<file path="src/rtl/bpsi_rx_unpack.sv">
// bpsi_rx_unpack: validates BPSI frame length and repacks payload bytes MSB-first into 32-bit words
module bpsi_rx_unpack #(
  parameter real TCQ            = 0.1,
  parameter int  MAX_BYTES      = 8192,
  parameter int  TIMEOUT_CYCLES = 65535
) (
  input  logic        clk_i,
  input  logic        rst_i,
  input  logic        slave_rx_byte_num_en_i,
  input  logic [15:0] slave_rx_byte_num_i,
  input  logic        slave_rx_byte_en_i,
  input  logic [7:0]  slave_rx_byte_i,
  output logic        rx_word_vld_o,
  output logic [31:0] rx_word_data_o,
  output logic        rx_word_last_o,
  output logic        rx_pkt_done_o,
  output logic [13:0] rx_word_cnt_o,
  output logic        rx_err_o,
  output logic [1:0]  rx_err_code_o,
  output logic        rx_busy_o
);
  localparam logic [1:0] IDLE = 2'd0, RECV = 2'd1, DROP = 2'd2;
  if (MAX_BYTES % 4 != 0 || MAX_BYTES > 65532 || TCQ < 0.0) begin : g_bad_param
    $error("bpsi_rx_unpack: MAX_BYTES must be a multiple of 4 below 65536");
  end
  logic        num_en, byte_en, legal, busy, take, recv, fin, tout, err_v;
  logic [15:0] num, cnt, h_cnt, tmo;
  logic [7:0]  byt;
  logic [1:0]  state, h_state, lane, h_lane, ecode;
  logic [13:0] wlen, h_wlen;
  logic [31:0] sr;
  assign num_en  = slave_rx_byte_num_en_i;
  assign num     = slave_rx_byte_num_i;
  assign byte_en = slave_rx_byte_en_i;
  assign byt     = slave_rx_byte_i;
  assign rx_busy_o = busy;
  // A header is applied first, so a byte in the same cycle belongs to the new frame
  always_comb begin
    busy    = state != IDLE;
    legal   = (|num) && (num[1:0] == 2'b00) && (num <= 16'(MAX_BYTES));
    h_state = num_en ? (legal ? RECV : (|num) ? DROP : IDLE) : state;
    h_cnt   = num_en ? num : cnt;
    h_lane  = num_en ? 2'd0 : lane;
    h_wlen  = num_en ? num[15:2] : wlen;
    take    = byte_en && h_state != IDLE;
    recv    = take && h_state == RECV;
    fin     = take && h_cnt == 16'd1;
    tout    = busy && !num_en && !byte_en && tmo == 16'(TIMEOUT_CYCLES);
    err_v   = (num_en && (!legal || busy)) || (byte_en && !num_en && !busy) || tout;
    ecode   = num_en ? (legal ? 2'd2 : 2'd1) : tout ? 2'd3 : 2'd0;
  end
  always_ff @(posedge clk_i) begin
    if (rst_i) begin
      state          <= IDLE;
      cnt            <= '0;
      lane           <= '0;
      sr             <= '0;
      tmo            <= '0;
      wlen           <= '0;
      rx_word_vld_o  <= 1'b0;
      rx_word_data_o <= '0;
      rx_word_last_o <= 1'b0;
      rx_pkt_done_o  <= 1'b0;
      rx_word_cnt_o  <= '0;
      rx_err_o       <= 1'b0;
      rx_err_code_o  <= '0;
    end else begin
      state          <= (tout || fin) ? IDLE : h_state;
      cnt            <= take ? h_cnt - 16'd1 : h_cnt;
      lane           <= recv ? h_lane + 2'd1 : h_lane;
      sr             <= recv ? {sr[23:0], byt} : sr;
      tmo            <= (num_en || byte_en || !busy) ? '0 : tmo + 16'd1;
      wlen           <= h_wlen;
      rx_word_vld_o  <= recv && h_lane == 2'd3;
      rx_word_last_o <= recv && fin;
      rx_pkt_done_o  <= recv && fin;
      rx_err_o       <= err_v;
      if (recv && h_lane == 2'd3) rx_word_data_o <= {sr[23:0], byt};
      if (recv && fin) rx_word_cnt_o <= h_wlen;
      if (err_v) rx_err_code_o <= ecode;
    end
  end
endmodule
</file>
<file path="config.mk">
export PLATFORM = sky130hd
export DESIGN_NAME = bpsi_rx_unpack
export DESIGN_NICKNAME = d
export VERILOG_FILES = /design/src/rtl/bpsi_rx_unpack.sv
export SDC_FILE = /design/constraint.sdc
export NUM_CORES = 1
export LEC_CHECK = 0
export ABC_AREA = 0
export CAP_MARGIN = 10
export CORE_UTILIZATION = 58
export DETAILED_ROUTE_END_ITERATION = 8
export GPL_ROUTABILITY_DRIVEN = 0
export PLACE_DENSITY = 0.94
export SKIP_CTS_REPAIR_TIMING = 1
export SYNTH_ARGS = -nofsm -noshare
export SYNTH_HDL_FRONTEND = slang
export SYNTH_SLANG_ARGS = --single-unit
export TNS_END_PERCENT = 100
</file>
<file path="constraint.sdc">
create_clock -name clk_i -period 7.14 [get_ports clk_i]
set_input_delay 1.785 -clock clk_i [delete_from_list [all_inputs] [get_ports clk_i]]
set_output_delay 1.785 -clock clk_i [all_outputs]
set_load 0.005 [all_outputs]
</file>
==> impl_metrics.csv <==
group,metric,value,unit
clock_network,cts_inserted_buffers,17,
logic_synthesis,async_flop_share,0,
timing,clock.fmax,210,MHz
timing,finalHoldViolations,0,
timing,worst_pin_slew,1.03,ns
power,power-per-cell-area,250,nW/µm²
routing,drt_first_pass_iters,7,
floorplanning,top_level_pins,81,
cells_and_area,filler_cell_count,578,
critical_path,critical_path.reg2reg.startpoint,"cnt[4]",
floorplanning,rows,35,
critical_path,path_cells,"clkdlybuf4s50_1 > or4_1 > nor4_4 > mux2i_1 > o21a_2 > mux2i_1",
grt,grt_pass1_vias,4460,
routing,post-route-drc-count,2,
timing,worst_case_headroom_to_the_max_slew_limit,0.313,
logic_synthesis,synth_seq_cells,125,
grt,grt_max_degree,84,
critical_path,slowest_stage,"sky130_fd_sc_hd__o21a_2",
floorplanning,initial_core_util,0.595,
logic_synthesis,synth.yosys.seq_area_share,0.457,
routing,vias_per_cell,5.90,
logic_synthesis,synthesis.instances,556,
routing,post_drt_wl_per_cell,17.6,µm
grt,globalRouteTotalUtil,0.285,
clock_network,clock_latency,0.53,ns
floorplanning,die_height,99.1,µm
grt,grt.overflow.total,0,
critical_path,worstPathRequired,7.57,ns
timing,min_period_over_period,0.666,
status,violations,"DRC",
grt,grt_antenna_before_repair,0,
logic_synthesis,synth_area_per_cell,9.84,µm²
placed_design,placement.io_buffers,80,
flow_run,timing.max_cap.violations,0,
status,run_status,"finished with violations",
timing,clock-skew-final,0.0113,ns
logic_synthesis,yosys_warnings,0,
power,report.power.total,1720,µW
floorplanning,coreArea,9200,µm²
critical_path,reg2reg_slack,4.59,ns
routing,postRouteAntennaNets,0,
clock_network,clkSinkCount,125,
clock_network,cts_tree,"built",
timing,post-route-worst-setup-slack,2.38,ns
hold_path,worst_hold_path.endpoint,"tmo[0]",
clock_network,cts.clk_slew.worst_paths,0.07,ns
cells_and_area,antennaDiodeCount,0,
hold_path,holdPathStages,1,
critical_path,cp-end-kind,"flip-flop",
clock_network,root_driver,"sky130_fd_sc_hd__clkbuf_8",
hold_path,worst_hold_path_type,"reg -> reg",
cells_and_area,fin_nets,657,
floorplanning,dieArea,9820,µm²
critical_path,worst-setup-path-type,"in -> reg",
logic_synthesis,synth_enable_flop_cells,0,
critical_path,worstPathMaxFanout,32,
routing,drt-total-wl,13200,µm
timing,fin_crit,4.76,ns
clock_network,clock_path_buffers,2,
routing,dr_total_vias,4416,
power,peakVddDrop,0.151,mV
routing,dr.first_iter.drc_count,324,
hold_path,hold_path_startpoint,"tmo[0]",
grt,first_pass_grt_wire_length,21600,µm
cells_and_area,area_delta_synth_final,25.5,%
placed_design,place_ws,1.97,ns
timing,number_of_setup_violations_in_the_final_report,0,
timing,final_max_slew_viol_count,0,
logic_synthesis,synth.net_count,588,
critical_path,r2r-end,"rx_word_cnt_o[9]",
placed_design,dpl.cell_count,717,
logic_synthesis,mapped_cell_area,5470,µm²
clock_network,h-tree-depth,4,
timing,fin_setup_tns,0,ns
logic_synthesis,yosys_most_used_dff,"sky130_fd_sc_hd__dfxtp_1",
cells_and_area,layout-drive-gt1-share,0.0925,
timing,rsz0062_at_grt,"no",
critical_path,depth_of_the_worst_register_to_register_path,5,
logic_synthesis,synth_cell_type_count,55,
floorplanning,dieWidth,99.1,µm
critical_path,cpPeakStageDelay,0.89,ns
cells_and_area,layout.cells.non_filler,749,
critical_path,path_common_cell,"sky130_fd_sc_hd__mux2i_1",
critical_path,crit_path_start_kind,"input pin",
critical_path,critical_path_arrival,5.19,ns
placed_design,hpwl,8220,µm
power,static-leakage-power,0.00246,µW
## cell families (layout without fill, tap and decap cells)
logic type,count (synthesis),after routing,share of synthesized area
and+or+nand+nor,210,210,0.220
DFF,125,125,0.457
muxes,87,87,0.163
AOI/OAI and AO/OA,70,70,0.0862
buffers and inverters,44,126,0.0391
xor gates and xnor gates,16,16,0.0256
adders and majority gates,4,4,0.00915
## layout by cell type (no fill, tap or decap), types with 6 or more instances in the layout
master                              n
sky130_fd_sc_hd__nor3b_1           11
sky130_fd_sc_hd__xnor2_1            6
sky130_fd_sc_hd__nor2_1            32
sky130_fd_sc_hd__nor3_1            11
sky130_fd_sc_hd__inv_6              6
sky130_fd_sc_hd__a21oi_1           21
sky130_fd_sc_hd__nand4_1            9
sky130_fd_sc_hd__nand3_1            7
sky130_fd_sc_hd__dfxtp_1          125
sky130_fd_sc_hd__inv_1              9
sky130_fd_sc_hd__mux2i_1           71
sky130_fd_sc_hd__nor4_1             8
sky130_fd_sc_hd__nand2_1           25
sky130_fd_sc_hd__clkdlybuf4s50_1   78
sky130_fd_sc_hd__xor2_1            10
sky130_fd_sc_hd__mux2_2            14
sky130_fd_sc_hd__nand2b_1          65
sky130_fd_sc_hd__nor2b_1           17
sky130_fd_sc_hd__o21ai_0           11
sky130_fd_sc_hd__clkbuf_16         16
## where the power goes
part	switching [µW]	leakage, µW	internal, µW
Sequential	6.23	0.00101	711
Clock	344	0.000295	544
Combinational	64.5	0.00115	47.9
Total	414	0.00246	1300
## state kept, by name, summed over array words and instances (netlist names)
signal,flops
rx_err_code_o,2
rx_word_data_o,32
tmo,16
rx_err_o,1
cnt,16
rx_pkt_done_o,1
rx_word_vld_o,1
lane,2
rx_word_cnt_o,14
wlen,14
state,2
sr,24
## worst max-delay path, delay by kind of cell
family,cells,cell delay (ns)
buffers and inverters,1,0.47
AND/OR/NAND/NOR,2,1.14
multiplexers,2,0.89
AO/OA/AOI/OAI,1,0.89
## metrics by stage
step                      hold WS [ns]  utilization  instance area [µm²]
after floorplan                  0.413            -                 5470
after global placement           0.422        0.680                 6250
after CTS                        0.451        0.747                 6870
after detailed placement         0.433        0.680                 6250
after global routing             0.479        0.747                 6870
final                            0.449        0.747                 6870
## worst max-delay path by stage
stage,slack (ns),to,start
2_1_floorplan,2.68,rx_word_cnt_o[11],slave_rx_byte_num_en_i
3_3_place_gp,2.11,rx_word_data_o[29],slave_rx_byte_num_i[11]
3_5_place_dp,1.97,rx_word_data_o[18],slave_rx_byte_num_i[11]
4_1_cts,2.42,rx_word_data_o[24],slave_rx_byte_num_i[11]
5_1_grt,2.27,rx_word_data_o[24],slave_rx_byte_num_i[11]
6_report,2.38,rx_word_data_o[24],slave_rx_byte_num_i[11]
## cell type report
cell class	instances	area, µm²	share of cell area
tap	111	139	0.0202
multi-input combinational	387	2760	0.401
sequential	125	2500	0.364
clock inverter	15	198	0.0288
clock buffer	17	414	0.0603
inverter	10	37.5	0.00547
timing repair buffer	84	821	0.120
## routing by layer
layer  vias to the layer above  track usage  share of wire
li1                       2086            -              -
met4                         0        0.129          0.023
met1                      2113        0.342           0.42
met5                         -            0              0
met3                        33       0.0794          0.060
met2                       184        0.476           0.50
## cell usage after synthesis (3+ instances only)
cell	instances	share of area
sky130_fd_sc_hd__dfxtp_1	125	0.46
sky130_fd_sc_hd__mux2i_1	71	0.13
sky130_fd_sc_hd__nand2b_1	65	0.074
sky130_fd_sc_hd__nor2_1	32	0.022
sky130_fd_sc_hd__nand2_1	25	0.017
sky130_fd_sc_hd__clkbuf_1	22	0.015
sky130_fd_sc_hd__a21oi_1	21	0.019
sky130_fd_sc_hd__nor2b_1	17	0.019
sky130_fd_sc_hd__mux2_2	14	0.029
sky130_fd_sc_hd__nor3_1	11	0.010
sky130_fd_sc_hd__nor3b_1	11	0.015
sky130_fd_sc_hd__o21ai_0	11	0.010
sky130_fd_sc_hd__xor2_1	10	0.016
sky130_fd_sc_hd__inv_1	9	0.0062
sky130_fd_sc_hd__nand4_1	9	0.010
sky130_fd_sc_hd__nor4_1	8	0.0091
sky130_fd_sc_hd__nand3_1	7	0.0064
sky130_fd_sc_hd__xnor2_1	6	0.0096
sky130_fd_sc_hd__a21boi_0	5	0.0069
sky130_fd_sc_hd__a21o_1	5	0.0069
sky130_fd_sc_hd__buf_6	5	0.010
sky130_fd_sc_hd__o31ai_1	5	0.0069
sky130_fd_sc_hd__or4_1	5	0.0069
sky130_fd_sc_hd__and3_1	4	0.0046
sky130_fd_sc_hd__ha_1	4	0.0091
sky130_fd_sc_hd__or3_1	4	0.0046
sky130_fd_sc_hd__a211oi_1	3	0.0041
sky130_fd_sc_hd__and2_1	3	0.0034
sky130_fd_sc_hd__and4_1	3	0.0048
sky130_fd_sc_hd__buf_2	3	0.0027
(Power assumes the default switching activity.)
